===== src/rtl/nes_debugger_mem_arbiter.sv =====
// nes_debugger_mem_arbiter
// Shares NUM_POOLS backing memories between the NES core and the debugger.
// The NES always owns a pool when it asks for it; a single debugger access
// waits in a holding register and slips into the first cycle its pool is free.
//
// state      | meaning
// -----------+-------------------------------------------------------------
// ST_IDLE    | ready for a debugger request
// ST_PENDING | holding an access, driving the pool whenever the NES is idle
// ST_WAIT    | read issued, counting down the memory latency
// ST_DONE    | completion strobe
// ST_ERROR   | bad-pool strobe, nothing was issued
// ST_ABORT   | timeout strobe, nothing was issued
module nes_debugger_mem_arbiter #(
  parameter int NUM_POOLS      = 4,
  parameter int POOL_SEL_WIDTH = 2,
  parameter int ADDR_WIDTH     = 16,
  parameter int DATA_WIDTH     = 8,
  parameter int MEM_LATENCY    = 1,
  parameter int TIMEOUT_CYCLES = 255
) (
  input  logic                             i_clk,
  input  logic                             i_reset_n,
  input  logic [NUM_POOLS-1:0]             i_nes_en,
  input  logic [NUM_POOLS-1:0]             i_nes_rw,
  input  logic [NUM_POOLS*ADDR_WIDTH-1:0]  i_nes_address,
  input  logic [NUM_POOLS*DATA_WIDTH-1:0]  i_nes_data,
  output logic [NUM_POOLS*DATA_WIDTH-1:0]  o_nes_data,
  input  logic                             i_dbg_req,
  input  logic                             i_dbg_rw,
  input  logic [POOL_SEL_WIDTH-1:0]        i_dbg_pool,
  input  logic [ADDR_WIDTH-1:0]            i_dbg_address,
  input  logic [DATA_WIDTH-1:0]            i_dbg_data,
  output logic                             o_dbg_ready,
  output logic                             o_dbg_done,
  output logic [DATA_WIDTH-1:0]            o_dbg_data,
  output logic                             o_dbg_timeout,
  output logic                             o_dbg_error,
  output logic [NUM_POOLS-1:0]             o_mem_en,
  output logic [NUM_POOLS-1:0]             o_mem_wea,
  output logic [NUM_POOLS*ADDR_WIDTH-1:0]  o_mem_address,
  output logic [NUM_POOLS*DATA_WIDTH-1:0]  o_mem_data,
  input  logic [NUM_POOLS*DATA_WIDTH-1:0]  i_mem_data
);

  localparam logic [2:0] ST_IDLE    = 3'd0;
  localparam logic [2:0] ST_PENDING = 3'd1;
  localparam logic [2:0] ST_WAIT    = 3'd2;
  localparam logic [2:0] ST_DONE    = 3'd3;
  localparam logic [2:0] ST_ERROR   = 3'd4;
  localparam logic [2:0] ST_ABORT   = 3'd5;

  localparam int LAT_W = (MEM_LATENCY > 1) ? $clog2(MEM_LATENCY) : 1;
  localparam int TMO_W = (TIMEOUT_CYCLES > 0) ? $clog2(TIMEOUT_CYCLES + 1) : 1;

  logic [2:0]                    state_q, state_d;
  logic [POOL_SEL_WIDTH-1:0]     hold_pool_q, hold_pool_d;
  logic                          hold_rw_q, hold_rw_d;
  logic [ADDR_WIDTH-1:0]         hold_addr_q, hold_addr_d;
  logic [DATA_WIDTH-1:0]         hold_data_q, hold_data_d;
  logic [LAT_W-1:0]              lat_cnt_q, lat_cnt_d;
  logic [TMO_W-1:0]              tmo_cnt_q, tmo_cnt_d;
  logic [DATA_WIDTH-1:0]         dbg_data_q, dbg_data_d;
  logic [NUM_POOLS*DATA_WIDTH-1:0] nes_data_q, nes_data_d;
  logic [NUM_POOLS-1:0]          nes_rd_pipe_q [MEM_LATENCY];
  logic [NUM_POOLS-1:0]          nes_rd_pipe_d [MEM_LATENCY];

  logic [NUM_POOLS-1:0]          pool_sel;
  logic                          pool_busy;
  logic                          bad_pool;
  logic [DATA_WIDTH-1:0]         held_rdata;

  // Decode the held pool and pick out its NES activity and read data
  always_comb begin
    pool_sel   = '0;
    held_rdata = '0;
    for (int p = 0; p < NUM_POOLS; p++) begin
      pool_sel[p] = (hold_pool_q == POOL_SEL_WIDTH'(p));
      if (pool_sel[p]) held_rdata = i_mem_data[p*DATA_WIDTH +: DATA_WIDTH];
    end
    pool_busy = |(i_nes_en & pool_sel);
    bad_pool  = (int'(i_dbg_pool) >= NUM_POOLS);
  end

  // Debugger access sequencing; the timeout is a down-counter that stops at 1
  always_comb begin
    state_d     = state_q;
    hold_pool_d = hold_pool_q;
    hold_rw_d   = hold_rw_q;
    hold_addr_d = hold_addr_q;
    hold_data_d = hold_data_q;
    lat_cnt_d   = lat_cnt_q;
    tmo_cnt_d   = tmo_cnt_q;
    dbg_data_d  = dbg_data_q;
    case (state_q)
      ST_IDLE: begin
        if (i_dbg_req) begin
          hold_pool_d = i_dbg_pool;
          hold_rw_d   = i_dbg_rw;
          hold_addr_d = i_dbg_address;
          hold_data_d = i_dbg_data;
          tmo_cnt_d   = TMO_W'(TIMEOUT_CYCLES);
          state_d     = bad_pool ? ST_ERROR : ST_PENDING;
        end
      end
      ST_PENDING: begin
        if (!pool_busy) begin
          if (hold_rw_q) begin
            lat_cnt_d = LAT_W'(MEM_LATENCY - 1);
            state_d   = ST_WAIT;
          end else begin
            state_d = ST_DONE;
          end
        end else if (TIMEOUT_CYCLES > 0) begin
          if (tmo_cnt_q <= TMO_W'(1)) state_d = ST_ABORT;
          else tmo_cnt_d = tmo_cnt_q - TMO_W'(1);
        end
      end
      ST_WAIT: begin
        if (lat_cnt_q == '0) begin
          dbg_data_d = held_rdata;
          state_d    = ST_DONE;
        end else begin
          lat_cnt_d = lat_cnt_q - LAT_W'(1);
        end
      end
      ST_DONE, ST_ERROR, ST_ABORT: state_d = ST_IDLE;
      default: state_d = ST_IDLE;
    endcase
  end

  // NES read tracking: capture pool data as each issued read leaves the pipe
  always_comb begin
    nes_rd_pipe_d[0] = i_nes_en & i_nes_rw;
    for (int i = 1; i < MEM_LATENCY; i++) nes_rd_pipe_d[i] = nes_rd_pipe_q[i-1];
    nes_data_d = nes_data_q;
    for (int p = 0; p < NUM_POOLS; p++) begin
      if (nes_rd_pipe_q[MEM_LATENCY-1][p])
        nes_data_d[p*DATA_WIDTH +: DATA_WIDTH] = i_mem_data[p*DATA_WIDTH +: DATA_WIDTH];
    end
  end

  // Per-pool memory port: NES first, then a pending debugger access
  always_comb begin
    o_mem_en      = '0;
    o_mem_wea     = '0;
    o_mem_address = '0;
    o_mem_data    = '0;
    for (int p = 0; p < NUM_POOLS; p++) begin
      if (i_nes_en[p]) begin
        o_mem_en[p]                               = 1'b1;
        o_mem_wea[p]                              = ~i_nes_rw[p];
        o_mem_address[p*ADDR_WIDTH +: ADDR_WIDTH] = i_nes_address[p*ADDR_WIDTH +: ADDR_WIDTH];
        o_mem_data[p*DATA_WIDTH +: DATA_WIDTH]    = i_nes_data[p*DATA_WIDTH +: DATA_WIDTH];
      end else if (state_q == ST_PENDING && pool_sel[p]) begin
        o_mem_en[p]                               = 1'b1;
        o_mem_wea[p]                              = ~hold_rw_q;
        o_mem_address[p*ADDR_WIDTH +: ADDR_WIDTH] = hold_addr_q;
        o_mem_data[p*DATA_WIDTH +: DATA_WIDTH]    = hold_data_q;
      end
    end
  end

  // State and datapath registers
  always_ff @(posedge i_clk or negedge i_reset_n) begin
    if (!i_reset_n) begin
      state_q     <= ST_IDLE;
      hold_pool_q <= '0;
      hold_rw_q   <= 1'b0;
      hold_addr_q <= '0;
      hold_data_q <= '0;
      lat_cnt_q   <= '0;
      tmo_cnt_q   <= '0;
      dbg_data_q  <= '0;
      nes_data_q  <= '0;
      for (int i = 0; i < MEM_LATENCY; i++) nes_rd_pipe_q[i] <= '0;
    end else begin
      state_q     <= state_d;
      hold_pool_q <= hold_pool_d;
      hold_rw_q   <= hold_rw_d;
      hold_addr_q <= hold_addr_d;
      hold_data_q <= hold_data_d;
      lat_cnt_q   <= lat_cnt_d;
      tmo_cnt_q   <= tmo_cnt_d;
      dbg_data_q  <= dbg_data_d;
      nes_data_q  <= nes_data_d;
      for (int i = 0; i < MEM_LATENCY; i++) nes_rd_pipe_q[i] <= nes_rd_pipe_d[i];
    end
  end

  assign o_dbg_ready   = (state_q == ST_IDLE);
  assign o_dbg_done    = (state_q == ST_DONE);
  assign o_dbg_error   = (state_q == ST_ERROR);
  assign o_dbg_timeout = (state_q == ST_ABORT);
  assign o_dbg_data    = dbg_data_q;
  assign o_nes_data    = nes_data_q;

endmodule


===== config.mk =====
export PLATFORM = sky130hd
export DESIGN_NAME = nes_debugger_mem_arbiter
export DESIGN_NICKNAME = d
export VERILOG_FILES = /design/src/rtl/nes_debugger_mem_arbiter.sv
export SDC_FILE = /design/constraint.sdc
export NUM_CORES = 1
export LEC_CHECK = 0
export ABC_CLOCK_PERIOD_IN_PS = 2600
export CAP_MARGIN = 5
export CORE_AREA = 3 3 119 121
export CTS_CLUSTER_DIAMETER = 100
export DETAILED_ROUTE_END_ITERATION = 10
export DIE_AREA = 0 0 122 124
export GPL_ROUTABILITY_DRIVEN = 0
export GPL_TIMING_DRIVEN = 1
export PLACE_DENSITY = 0.87
export SLEW_MARGIN = 10
export SYNTH_ARGS = -nofsm -noshare
export SYNTH_HDL_FRONTEND = slang
export SYNTH_SLANG_ARGS = --single-unit

===== constraint.sdc =====
create_clock -name i_clk -period 2.6 [get_ports i_clk]
set_input_delay 0.26 -clock i_clk [delete_from_list [all_inputs] [get_ports i_clk]]
set_output_delay 0.26 -clock i_clk [all_outputs]
set_load 0.01 [all_outputs]

==> results of run 1 <==
-- power by group --
part           leakage (nW)  internal, mW  total [mW]  switching, mW
Sequential            0.952          1.70        2.28          0.578
Clock                 0.135         0.746        1.27          0.522
Combinational          3.68          2.30        4.08           1.78
Total                  4.77          4.74        7.62           2.88
-- registers in the layout, summed over array words and instances, names as in the netlist --
name           cells
hold_addr_q       16
hold_pool_q        2
tmo_cnt_q          8
hold_data_q        8
o_dbg_data         8
state_q            3
hold_rw_q          1
o_nes_data        32
nes_rd_pipe_q      4
-- per-stage QoR --
step                      worst slack [ns]  power (mW)  hold WS (ns)  setup TNS [ns]  area [sq um]
after floorplan                     0.7307       3.936      -0.03559               0          5022
after global placement              0.1857       5.902        0.3371               0          8393
after detailed placement            0.1153       6.044        0.3468               0          8393
after CTS                         0.001595       7.593        0.4647               0          8887
after global routing              -0.03024       8.035        0.4778         -0.1309          9208
final                              0.03947       7.624        0.4671               0          9208
-- tightest hold or removal path: stages --
cell	delay, ns
sky130_fd_sc_hd__buf_2	0.14
sky130_fd_sc_hd__buf_12	0.19
sky130_fd_sc_hd__and2_1	0.17
-- layer usage --
layer	GRT usage, %	up-vias
li1	-	2321
met1	31.17	2546
met2	47.41	296
met3	8.311	28
met4	9.454	0
met5	0	-
-- timing repair --
action                                 4_1_cts  5_1_grt
gates resized for setup                     23       76
endpoints found under the hold margin       43        0
cloned                                       3        2
buffers inserted                            11       11
setup endpoints to repair                   92       81
pin swaps                                    4        2
hold buffers                                 1        0
-- kinds of logic after synthesis --
| group | synth area share (%) |
|---|---|
| muxes | 38.34 |
| and+or+nand+nor | 12.33 |
| DFF | 40.86 |
| buffers and inverters | 4.011 |
| AOI/OAI and AO/OA | 3.961 |
| adders and majority gates | 0.4982 |
-- worst max-delay path by stage --
stage / from / endpoint / slack [ns] / depth (start not counted)
4_1_cts: state_q[1]$_DFFE_PN0P_ / o_mem_data[20] / 0.002 / 6
3_3_place_gp: state_q[0]$_DFFE_PN0P_ / o_mem_address[5] / 0.19 / 6
2_1_floorplan: tmo_cnt_q[0]$_DFFE_PN0P_ / tmo_cnt_q[6]$_DFFE_PN0P_ / 0.73 / 6
5_1_grt: state_q[1]$_DFFE_PN0P_ / o_mem_data[10] / -0.03 / 6
3_5_place_dp: state_q[0]$_DFFE_PN0P_ / o_mem_address[5] / 0.12 / 6
6_report: state_q[1]$_DFFE_PN0P_ / o_mem_data[15] / 0.04 / 6
-- cell usage after synthesis (all sizes together) (2+ instances only) --
master / number
nor2: 102
mux2i: 96
dfrtp: 82
mux2: 67
buf: 20
clkbuf: 13
nor3: 12
mux4: 9
inv: 8
a21oi: 7
and2: 6
nor2b: 5
nor3b: 5
o21ai: 5
a21o: 4
a211oi: 3
o31ai: 3
a31oi: 2
ha: 2
or3: 2
or3b: 2
-- cell usage in the layout (no fill, tap or decap), types with 5 or more instances in the layout --
cell type                           n
sky130_fd_sc_hd__buf_12             9
sky130_fd_sc_hd__mux2i_1           96
sky130_fd_sc_hd__clkbuf_16         10
sky130_fd_sc_hd__nor2_1            97
sky130_fd_sc_hd__mux4_2             7
sky130_fd_sc_hd__nor2b_1            5
sky130_fd_sc_hd__mux2_2            67
sky130_fd_sc_hd__dlymetal6s2s_1    65
sky130_fd_sc_hd__nor3_1            11
sky130_fd_sc_hd__clkdlybuf4s50_1  232
sky130_fd_sc_hd__o21ai_0            5
sky130_fd_sc_hd__buf_4             27
sky130_fd_sc_hd__dfrtp_1           79
sky130_fd_sc_hd__dlygate4sd2_1     10
sky130_fd_sc_hd__a21oi_4            5
sky130_fd_sc_hd__inv_1              8
-- layout make-up --
type	instances	area share, %
Clock inverter	6	0.7202
Sequential cell	82	22.33
Tap cell	176	2.392
Clock buffer	10	2.487
Timing Repair Buffer	353	40.18
Inverter	8	0.3261
Multi-Input combinational cell	345	31.57
==> metrics.md, run 1 <==
| Metric | Value |
|---|---|
| Instance count of the mapped netlist | approximately 460 |
| Mean cell area of the mapped netlist | 10.82 sq um |
| Share of the synthesized area in the top cell type | 40.86% |
| Static Leakage | roughly 4.8 nW |
| # rows | 42 |
| Global routing usage summed across all routing layers | 26.96% |
| Initial antenna violation count | 0 |
| HPWL after DPL | 15370 um |
| Clock Pin Slew Worst Setup and Hold Paths | 0.06 ns |
| Wire length of the first global-routing pass | 30470 um |
| Biggest cell delay along the critical path | 0.55 ns |
| Die Y | 124 um |
| Nets@finish | around 970 |
| Sequence of cells on the critical path | or3b_4, nor2_4, buf_12, a21oi_4, nor2_1, clkdlybuf4s50_1 |
| CP max stage cell | sky130_fd_sc_hd__clkdlybuf4s50_1 |
| Via count of the first global-routing pass | 5421 |
| DIE AREA | approximately 15000 sq um |
| Largest cells by area after synthesis | sky130_fd_sc_hd__dfrtp_1 (41%), sky130_fd_sc_hd__mux2i_1 (19%), sky130_fd_sc_hd__mux2_2 (15%) |
| Growth of design area from synthesis to finish | 83.33% |
| Vias after detailed routing | around 5200 |
| Arrival time at the worst endpoint | about 2.3 ns |
| Maximum level of the CTS H-tree | 3 |
| Number of storage elements in the synthesis netlist | a little over 80 |
| I/O pins | around 310 |
| Start-to-end type of the worst setup path | reg2out |
| Tightest Hold Check Type | in2reg |
| EDFF count, synth | 0 |
| Routed wire length | 21780 um |
| Status | finished, final reports clean |
| FMAX | slightly below 0.4 GHz |
| Final Critical Period | roughly 2.6 ns |
| Die extent in x | between 100 and 150 um |
| Number of DRC violations after detailed routing | 0 |
| # diodes | 0 |
| Category of cells accounting for the largest share of critical-path delay | simple AND/OR/NAND/NOR gates |
| Hold path startpoint | i_nes_en[3] |
| Layout filler cell count | approximately 940 |
| Library cell used as clock root buffer | sky130_fd_sc_hd__clkbuf_16 |
| Cell area after synthesis | around 5000 sq um |
| Main flop type after synthesis | sky130_fd_sc_hd__dfrtp_1 |
| Flop-to-flop setup slack | around 0.56 ns |
| Unrepaired setup endpoints after global routing | yes |
| Met3 Wirelength | between 1500 and 2000 um |
| Pin count of the biggest net entering global routing | 52 |
| Depth of the worst register-to-register path | 6 |
| Final setup violation count | 0 |
| Post-placement cell count | about 940 |
| Power per unit of standard cell area | between 800 and 900 nW/um^2 |
| Sequential standard cell area | 2056 sq um |
| Min-Delay Endpoint | nes_rd_pipe_q[3]$_DFF_PN0_ |
| Non-filler cells in the finished layout | just under 1000 |
| Ratio of cells with drive above 1 in the final layout | around a fifth |
| Final worst path period share | 98.48% |
| CORE AREA | about 13000 sq um |
| Remaining global-route overflow | 0 |
| CP max FO | 7 |
| Wire length per cell | about 22 um |
| Share of async-settable or async-resettable flops after synthesis | between 90% and 100% |
| Dominant cell type by area after synthesis | sky130_fd_sc_hd__dfrtp_1 |
| Category of the worst setup path capture point | primary output |
| Multi-input gate area in the final layout | 2907 sq um |
| TritonCTS Buffers | 9 |
| Final Hold Vio Count | 0 |
| Maximum VDD drop | 0.3937 mV |
| Clock tree from TritonCTS | yes |
| Remaining antenna violation count after routing | 0 |
| Top Layer Used | met4 |
| Endpoint required time on the critical path | approximately 2.3 ns |
| First-pass DRT Iterations | 4 |
| Detailed route wirelength on metal2 | 11150 um |
| Post-synthesis cell type count | 39 |
| Number of warnings issued by yosys | 0 |
| Post-synth net total | around 630 |
| Launch instance of the worst register-to-register path | tmo_cnt_q[0]$_DFFE_PN0P_ |
| Reported max-cap violation count | 0 |
| Total routed wire length on the met1 layer | roughly 8300 um |
| Utilization of the core after routing | a little over two thirds |
| Maximum clock skew at final layout | about 0.0067 ns |
| Endpoint of the worst register-to-register path | tmo_cnt_q[6]$_DFFE_PN0P_ |
| CP Buf/Inv Count | 2 |
| Drt first-iter violations | around 320 |
| Worst relative slew slack | a little under half |
| Worst Max-Slew Pin Slew | slightly below 0.8 ns |
| Sequential share of the synthesized area | around two fifths |
| I/O Buffers | ~310 |
| Number of buffers on the longest clock path | 2 |
| Clock insertion delay at the later pin of the skew report | between 0.3 and 0.4 ns |
| Final Max Slew Viols | 0 |
| Initial core utilization | a little under two fifths |
| Critical path launch point type | flop |
| Drt via density | around 5.3 |
| Number of sinks handled by clock tree synthesis | 82 |
| Cell depth of the worst hold path | 3 |
Power figures use the tool's default switching activity.
==> run 2, diff against run 1 <==
--- a/config.mk
+++ b/config.mk
@@ -7,13 +7,14 @@
 export LEC_CHECK = 0
 export ABC_CLOCK_PERIOD_IN_PS = 2600
 export CAP_MARGIN = 5
-export CORE_AREA = 3 3 119 121
+export CORE_AREA = 3 3 122 124
 export CTS_CLUSTER_DIAMETER = 100
 export DETAILED_ROUTE_END_ITERATION = 10
-export DIE_AREA = 0 0 122 124
+export DIE_AREA = 0 0 125 127
+export DONT_BUFFER_PORTS = 1
 export GPL_ROUTABILITY_DRIVEN = 0
 export GPL_TIMING_DRIVEN = 1
-export PLACE_DENSITY = 0.87
+export PLACE_DENSITY = 0.55
 export SLEW_MARGIN = 10
 export SYNTH_ARGS = -nofsm -noshare
 export SYNTH_HDL_FRONTEND = slang
==> run 2 against run 1 <==
  * Sequential cell count unchanged
  * Via count down 29%
  * Die area up 4.9%
  * Core utilization is 30 points lower
  * First-iteration DRC count down 57%
  * Routed wire length decreased by 21%
  * Register-to-register slack hardly changed
  * Combinational power is 44% lower
  * Worst setup slack better by 0.14 ns
  * Sequential share of layout area grew 15 points
  * Critical path depth shrank 1
  * Critical endpoint is now o_mem_data[16]
  * Highest routed layer unchanged
==> metrics.md, run 2 (synthesis gave the netlist of run 1 again) <==
| Metric | Value |
|---|---|
| Sequential power share | 39.2% (+9.3 points) |
| Drt first-iter violations | 137 (-57%) |
| Detailed route wirelength on metal2 | 8830 um (-21%) |
| Maximum VDD drop | 0.4675 mV (+19%) |
| Number of flip-flops in the largest register | 32 (unchanged) |
| Wire length per cell | 26.81 um (+21%) |
| CP max FO | 17 (+10) |
| Growth of design area from synthesis to finish | 9.716% |
| Clock Pin Slew Worst Setup and Hold Paths | 0.07 ns (about the same) |
| Commonest non-fill, non-tap cell in the layout | sky130_fd_sc_hd__nor2_1 |
| Launch instance of the worst register-to-register path | tmo_cnt_q[0]$_DFFE_PN0P_ |
| I/O pins | 314 (unchanged) |
| Power per unit of standard cell area | 1045 nW/um^2 (+26%) |
| Final Hold Vio Count | 0 (unchanged) |
| Highest-count cells in the layout ignoring fill and taps | sky130_fd_sc_hd__nor2_1 (101), sky130_fd_sc_hd__mux2i_1 (96), sky130_fd_sc_hd__dfrtp_1 (82) |
| Number of DRC violations after detailed routing | 0 (unchanged) |
| Sequence of cells on the critical path | or3b_1, nor2_1, a21oi_2, buf_4, nor2_1 |
| Remaining antenna violation count after routing | 0 (unchanged) |
| Remaining global-route overflow | 0 (unchanged) |
| Top Layer Used | met4 |
| Total routed wire length on the met1 layer | 6295 um (-24%) |
| Final setup violation count | 0 (unchanged) |
| Tightest Hold Check Type | in2reg |
| Met3 Wirelength | 1645 um (-16%) |
| Final Max Slew Viols | 0 (unchanged) |
| Via count of the first global-routing pass | 3935 (-27%) |
| Global routing usage summed across all routing layers | 21.07% (-5.9 points) |
| Number of sinks handled by clock tree synthesis | 82 (unchanged) |
| Worst relative slew slack | 46.49% (-0.68 points) |
| HPWL after DPL | 13050 um (-15%) |
| FMAX | 0.4136 GHz (+5.9%) |
| Clock insertion delay at the later pin of the skew report | 0.34 ns (about the same) |
| Clock share of power | 20.9% (+4.3 points) |
| Sw power | 2.393 mW (-17%) |
| Vias after detailed routing | 3706 (-29%) |
| Static Leakage | 2.458 nW (-48%) |
| Library cell used as clock root buffer | sky130_fd_sc_hd__clkbuf_16 |
| Switching Fraction | 41.55% (+3.8 points) |
| # diodes | 0 (unchanged) |
| Initial antenna violation count | 0 (unchanged) |
| Drt via density | 5.791 (+9.3%) |
| Die extent in x | 125 um (+2.5%) |
| Start-to-end type of the worst setup path | reg2out |
| Ratio of cells with drive above 1 in the final layout | 24.35% (+4.7 points) |
| Wire length of the first global-routing pass | 25240 um (-17%) |
| TritonCTS Buffers | 9 (unchanged) |
| Status | finished, final reports clean |
| I/O Buffers | 0 (-100%) |
| CORE AREA | 13880 sq um (+5.2%) |
| Maximum clock skew at final layout | 0.005487 ns (-0.001224 ns) |
| Final worst path period share | 93.00% (-5.5 points) |
| First-pass DRT Iterations | 4 (unchanged) |
| Library cell appearing most often on the critical path | sky130_fd_sc_hd__nor2_1 |
| Hold path startpoint | i_dbg_data[1] |
| Layout filler cell count | 1321 (+40%) |
| Cell internal power dissipation | 3.366 mW (-29%) |
| Non-filler cells in the finished layout | 640 (-35%) |
| Routed wire length | 17160 um (-21%) |
| Post-placement cell count | 622 (-34%) |
| Critical path launch point type | flop |
| Worst Max-Slew Pin Slew | 0.7992 ns (+0.01014 ns) |
| Arrival time at the worst endpoint | 2.16 ns (-0.14 ns) |
| Category of the worst setup path capture point | primary output |
| Maximum level of the CTS H-tree | 3 (unchanged) |
| Final Critical Period | 2.418 ns (-0.1425 ns) |
| Clock tree from TritonCTS | yes |
| Nets@finish | 623 (-36%) |
| Post CTS Setup Buffer Count | 0 (-11) |
| Reported max-cap violation count | 0 (unchanged) |
| Initial core utilization | 36.18% (-1.9 points) |
| Endpoint required time on the critical path | 2.34 ns (about the same) |
| Worst Hold Margin | 0.06259 ns (-0.4045 ns) |
| # rows | 43 (+2.4%) |
| Unrepaired setup endpoints after global routing | no |
| Crit path from | state_q[0]$_DFFE_PN0P_ |
| Logic pwr share | 39.9% (-14 points) |
| CP max stage cell | sky130_fd_sc_hd__dfrtp_1 |
| Die Y | 127 um (+2.4%) |
| DIE AREA | 15880 sq um (+4.9%) |
| Number of buffers on the longest clock path | 2 (unchanged) |
| Pin count of the biggest net entering global routing | 83 (+60%) |
| Biggest cell delay along the critical path | 0.45 ns (-0.10 ns) |
| Total negative slack | 0 ns (unchanged) |
## run 2: changes by cell type in the layout (fill, tap and decap cells not counted), moves of 8 or more
| cell | previous run | this run |
|---|---|---|
| sky130_fd_sc_hd__clkdlybuf4s50_1 | 232 | 0 |
| sky130_fd_sc_hd__buf_4 | 27 | 10 |
| sky130_fd_sc_hd__dlymetal6s2s_1 | 65 | 0 |
| sky130_fd_sc_hd__buf_12 | 9 | 1 |
| sky130_fd_sc_hd__dlygate4sd2_1 | 10 | 0 |
## run 2: layer usage
layer | up-vias | track usage, %
met2 | 208 | 36.32
met1 | 1864 | 23.38
li1 | 1611 | -
met4 | 0 | 8.036
met5 | - | 0
met3 | 23 | 8.654
## run 2: power by group through the flow
| stage | Clock, mW | Combinational, mW | Sequential (mW) |
|---|---|---|---|
| 4_1_cts | 1.25 | 2.33 | 2.26 |
| 3_5_place_dp | 0 | 2.28 | 2.28 |
| 3_3_place_gp | 0 | 2.23 | 2.26 |
| 6_report | 1.21 | 2.30 | 2.26 |
| 2_1_floorplan | 0 | 1.85 | 2.09 |
| 5_1_grt | 1.32 | 2.50 | 2.33 |
## run 2: final timing paths
| check | endpoint | cells after the start | slack [ns] |
|---|---|---|---|
| hold / removal | hold_data_q[1]$_DFFE_PN0P_ | 1 | 0.06 |
| min in group asynchronous | o_nes_data[15]$_DFFE_PN0P_ | 2 | 0.49 |
| hold reg to reg | tmo_cnt_q[7]$_DFFE_PN0P_ | 1 | 0.50 |
| setup reg to reg | tmo_cnt_q[6]$_DFFE_PN0P_ | 6 | 0.56 |
| max in group asynchronous | hold_addr_q[14]$_DFFE_PN0P_ | 2 | 1.79 |
| setup / recovery | o_mem_data[16] | 5 | 0.18 |
## run 2: layout make-up
type	count	area, sq um	area share, %
Clock inverter	7	52.55	0.9537
Tap cell	180	225.2	4.087
Inverter	8	30.03	0.5450
Timing Repair Buffer	13	132.6	2.407
Clock buffer	9	225.2	4.087
Multi-Input combinational cell	341	2793	50.68
Sequential cell	82	2052	37.24
## run 2: critical path: cells and delay by family (launching register included)
| family | cells | cell delay (ns) |
|---|---|---|
| AOI/OAI and AO/OA | 1 | 0.19 |
| and+or+nand+nor | 3 | 0.91 |
| buffers and inverters | 1 | 0.27 |
| DFF | 1 | 0.45 |
## run 2: through the flow
step | power, mW | util (%) | setup slack, ns | instance area, sq um
after global placement | 4.485 | 37.37 | 0.3606 | 5187
after CTS | 5.836 | 39.70 | 0.1119 | 5510
after floorplan | 3.936 | - | 0.7307 | 5022
after global routing | 6.147 | 39.70 | 0.03168 | 5510
after detailed placement | 4.559 | 37.37 | 0.3015 | 5187
final | 5.759 | 39.70 | 0.1820 | 5510
## run 2: repair_timing
item	in CTS	in global routing
hold endpoints to repair	82	0
hold buffers	2	0
gates resized for setup	1	0
setup endpoints to repair	8	0
==> run 3, diff against run 2 <==
--- a/config.mk
+++ b/config.mk
@@ -7,10 +7,10 @@
 export LEC_CHECK = 0
 export ABC_CLOCK_PERIOD_IN_PS = 2600
 export CAP_MARGIN = 5
-export CORE_AREA = 3 3 122 124
+export CORE_AREA = 2 2 121 123
 export CTS_CLUSTER_DIAMETER = 100
 export DETAILED_ROUTE_END_ITERATION = 10
-export DIE_AREA = 0 0 125 127
+export DIE_AREA = 0 0 123 125
 export DONT_BUFFER_PORTS = 1
 export GPL_ROUTABILITY_DRIVEN = 0
 export GPL_TIMING_DRIVEN = 1
==> run 3 against run 2 <==
  * Sequential power barely moved
  * Clock skew increased by 0.0011 ns
  * Fmax decreased by 1.7%
  * Routed wire length decreased by 3.6%
  * Count of clock-buffer cells in the layout unchanged
  * Largest cell class unchanged
==> metrics.md, run 3 (synthesis gave the netlist of run 1 again) <==
| Metric | Value |
|---|---|
| Endpoint required time on the critical path | 2.34 ns (about the same) |
| CP max stage cell | sky130_fd_sc_hd__dfrtp_1 |
| HPWL after DPL | 12450 um (-4.6%) |
| PnR Total Power | 5.941 mW (+3.2%) |
| Wire length of the first global-routing pass | 23760 um (-5.9%) |
| Final cell area excluding filler cells | 5564 sq um (+0.98%) |
| TritonCTS Buffers | 9 (unchanged) |
| Post-placement cell count | 626 (+0.64%) |
| First-pass DRT Iterations | 4 (unchanged) |
| Switching Fraction | 40.13% (-1.4 points) |
| Highest-count cells in the layout ignoring fill and taps | sky130_fd_sc_hd__nor2_1 (101), sky130_fd_sc_hd__mux2i_1 (96), sky130_fd_sc_hd__dfrtp_1 (82) |
| Worst Max-Slew Pin Slew | 0.8277 ns (+0.02854 ns) |
| Wire length per cell | 25.64 um (-4.4%) |
| Clock tree from TritonCTS | yes |
| Worst slack after detailed placement | 0.3563 ns (+0.05475 ns) |
| Sequence of cells on the critical path | or3b_1, nor2_1, a21oi_4, buf_4, nor2_1 |
| Unrepaired setup endpoints after global routing | no |
| Final critical-path setup slack | 0.1410 ns (-0.04096 ns) |
| Number of flip-flops in the largest register | 32 (unchanged) |
| I/O pins | 314 (unchanged) |
| Arrival time at the worst endpoint | 2.20 ns (+0.04 ns) |
| Number of sinks handled by clock tree synthesis | 82 (unchanged) |
| Post-detailed-placement cell area | 5180 sq um (-0.14%) |
| Via count of the first global-routing pass | 3855 (-2.0%) |
| Worst relative slew slack | 44.58% (-1.9 points) |
| Maximum VDD drop | 0.4138 mV (-11%) |
| Maximum level of the CTS H-tree | 3 (unchanged) |
| Clock Pin Slew Worst Setup and Hold Paths | 0.07 ns (about the same) |
| Start-to-end type of the worst setup path | reg2out |
| Number of buffers on the longest clock path | 2 (unchanged) |
| Final Hold Vio Count | 0 (unchanged) |
| Non-filler cells in the finished layout | 645 (+0.78%) |
| Ratio of cells with drive above 1 in the final layout | 24.35% (unchanged) |
| # rows | 44 (+2.3%) |
| Die Y | 125 um (-1.6%) |
| Clock share of power | 24.2% (+3.3 points) |
| Utilization of the core after routing | 39.17% (-0.52 points) |
| DIE AREA | 15380 sq um (-3.1%) |
| I/O Buffers | 0 (unchanged) |
| Initial core utilization | 35.36% (-0.82 points) |
| Final Max Slew Viols | 0 (unchanged) |
| Category of the worst setup path capture point | primary output |
| Final Critical Period | 2.459 ns (+0.04096 ns) |
| Library cell appearing most often on the critical path | sky130_fd_sc_hd__nor2_1 |
| Static Leakage | 2.481 nW (+0.94%) |
| Number of DRC violations after detailed routing | 0 (unchanged) |
| Reported max-cap violation count | 0 (unchanged) |
| Biggest cell delay along the critical path | 0.49 ns (+0.04 ns) |
| Final worst path period share | 94.58% (+1.6 points) |
| Clock insertion delay at the later pin of the skew report | 0.34 ns (about the same) |
| Drt via density | 5.805 (+0.24%) |
| Maximum clock skew at final layout | 0.006621 ns (+0.001134 ns) |
| Initial antenna violation count | 1 (+1) |
| Nets@finish | 623 (unchanged) |
| Logic pwr share | 37.9% (-2.0 points) |
| Routed wire length | 16540 um (-3.6%) |
| Die extent in x | 123 um (-1.6%) |
| Library cell used as clock root buffer | sky130_fd_sc_hd__clkbuf_16 |
| Cell internal power dissipation | 3.557 mW (+5.7%) |
| Status | finished, final reports clean |
| Commonest non-fill, non-tap cell in the layout | sky130_fd_sc_hd__nor2_1 |
| Sequential power share | 38.0% (-1.2 points) |
| Sw power | 2.384 mW (-0.38%) |
| Global routing usage summed across all routing layers | 20.91% (-0.15 points) |
| Total negative slack | 0 ns (unchanged) |
| Growth of design area from synthesis to finish | 10.79% |
| Remaining global-route overflow | 0 (unchanged) |
| CP max FO | 16 (-1) |
| Power per unit of standard cell area | 1068 nW/um^2 (+2.2%) |
| Vias after detailed routing | 3744 (+1.0%) |
| Critical path launch point type | flop |
| Worst Hold Margin | 0.06411 ns (+0.001522 ns) |
| CORE AREA | 14200 sq um (+2.3%) |
| FMAX | 0.4067 GHz (-1.7%) |
| Pin count of the biggest net entering global routing | 83 (unchanged) |
| Drt first-iter violations | 153 (+12%) |
| Final setup violation count | 0 (unchanged) |
| Remaining antenna violation count after routing | 0 (unchanged) |
| Tightest Hold Check Type | in2reg |
[run 3: metal layers]
metal  global-route usage [%]  vias up  share of wire (%)
met5                        0        -                  0
met1                    24.15     1865                 37
met2                    35.03      228                 50
met3                    6.706       33                9.2
met4                    9.425        0                3.5
li1                         -     1618                  -
[run 3: critical path, delay by kind of cell (launching register included)]
family,cells,cell delay [ns]
AOI/OAI and AO/OA,1,0.19
buffers and inverters,1,0.24
DFF,1,0.49
and+or+nand+nor,3,0.93
[run 3: path summary, 6_finish.rpt]
path                                                from                          end  slack (ns)  cells after the start
worst max-delay path              state_q[2]$_DFFE_PN0P_                o_mem_data[9]        0.14                      5
worst min-delay path                       i_dbg_pool[0]   hold_pool_q[0]$_DFFE_PN0P_        0.06                      1
worst max register to register    state_q[1]$_DFFE_PN0P_  hold_addr_q[12]$_DFFE_PN0P_        0.60                      6
worst min register to register  tmo_cnt_q[7]$_DFFE_PN0P_     tmo_cnt_q[7]$_DFFE_PN0P_        0.49                      1
max in group asynchronous                      i_reset_n   hold_data_q[2]$_DFFE_PN0P_        1.78                      2
min in group asynchronous                      i_reset_n    o_nes_data[4]$_DFFE_PN0P_        0.47                      2
[run 3: power groups by stage]
stage | Sequential [mW] | Combinational, mW | Clock, mW
after global placement | 2.26 | 2.18 | 0
after floorplan | 2.09 | 1.85 | 0
after global routing | 2.34 | 2.43 | 1.55
after detailed placement | 2.28 | 2.22 | 0
final | 2.26 | 2.25 | 1.44
after CTS | 2.26 | 2.27 | 1.49
[run 3: cell type report]
type	count	area [sq um]
tap	184	230.2
timing repair buffer	13	120.1
sequential	82	2052
clock buffer	9	225.2
clock inverter	7	111.4
multi-input combinational	341	2793
antenna	1	2.502
inverter	8	30.03
fill	1403	8640
[run 3: timing repair]
item / CTS / global route
hold buffers: 2 / 0
endpoints found under the setup margin: 11 / 0
setup buffers: 0 / 0
resized for setup: 1 / 0
hold endpoints to repair: 82 / 0
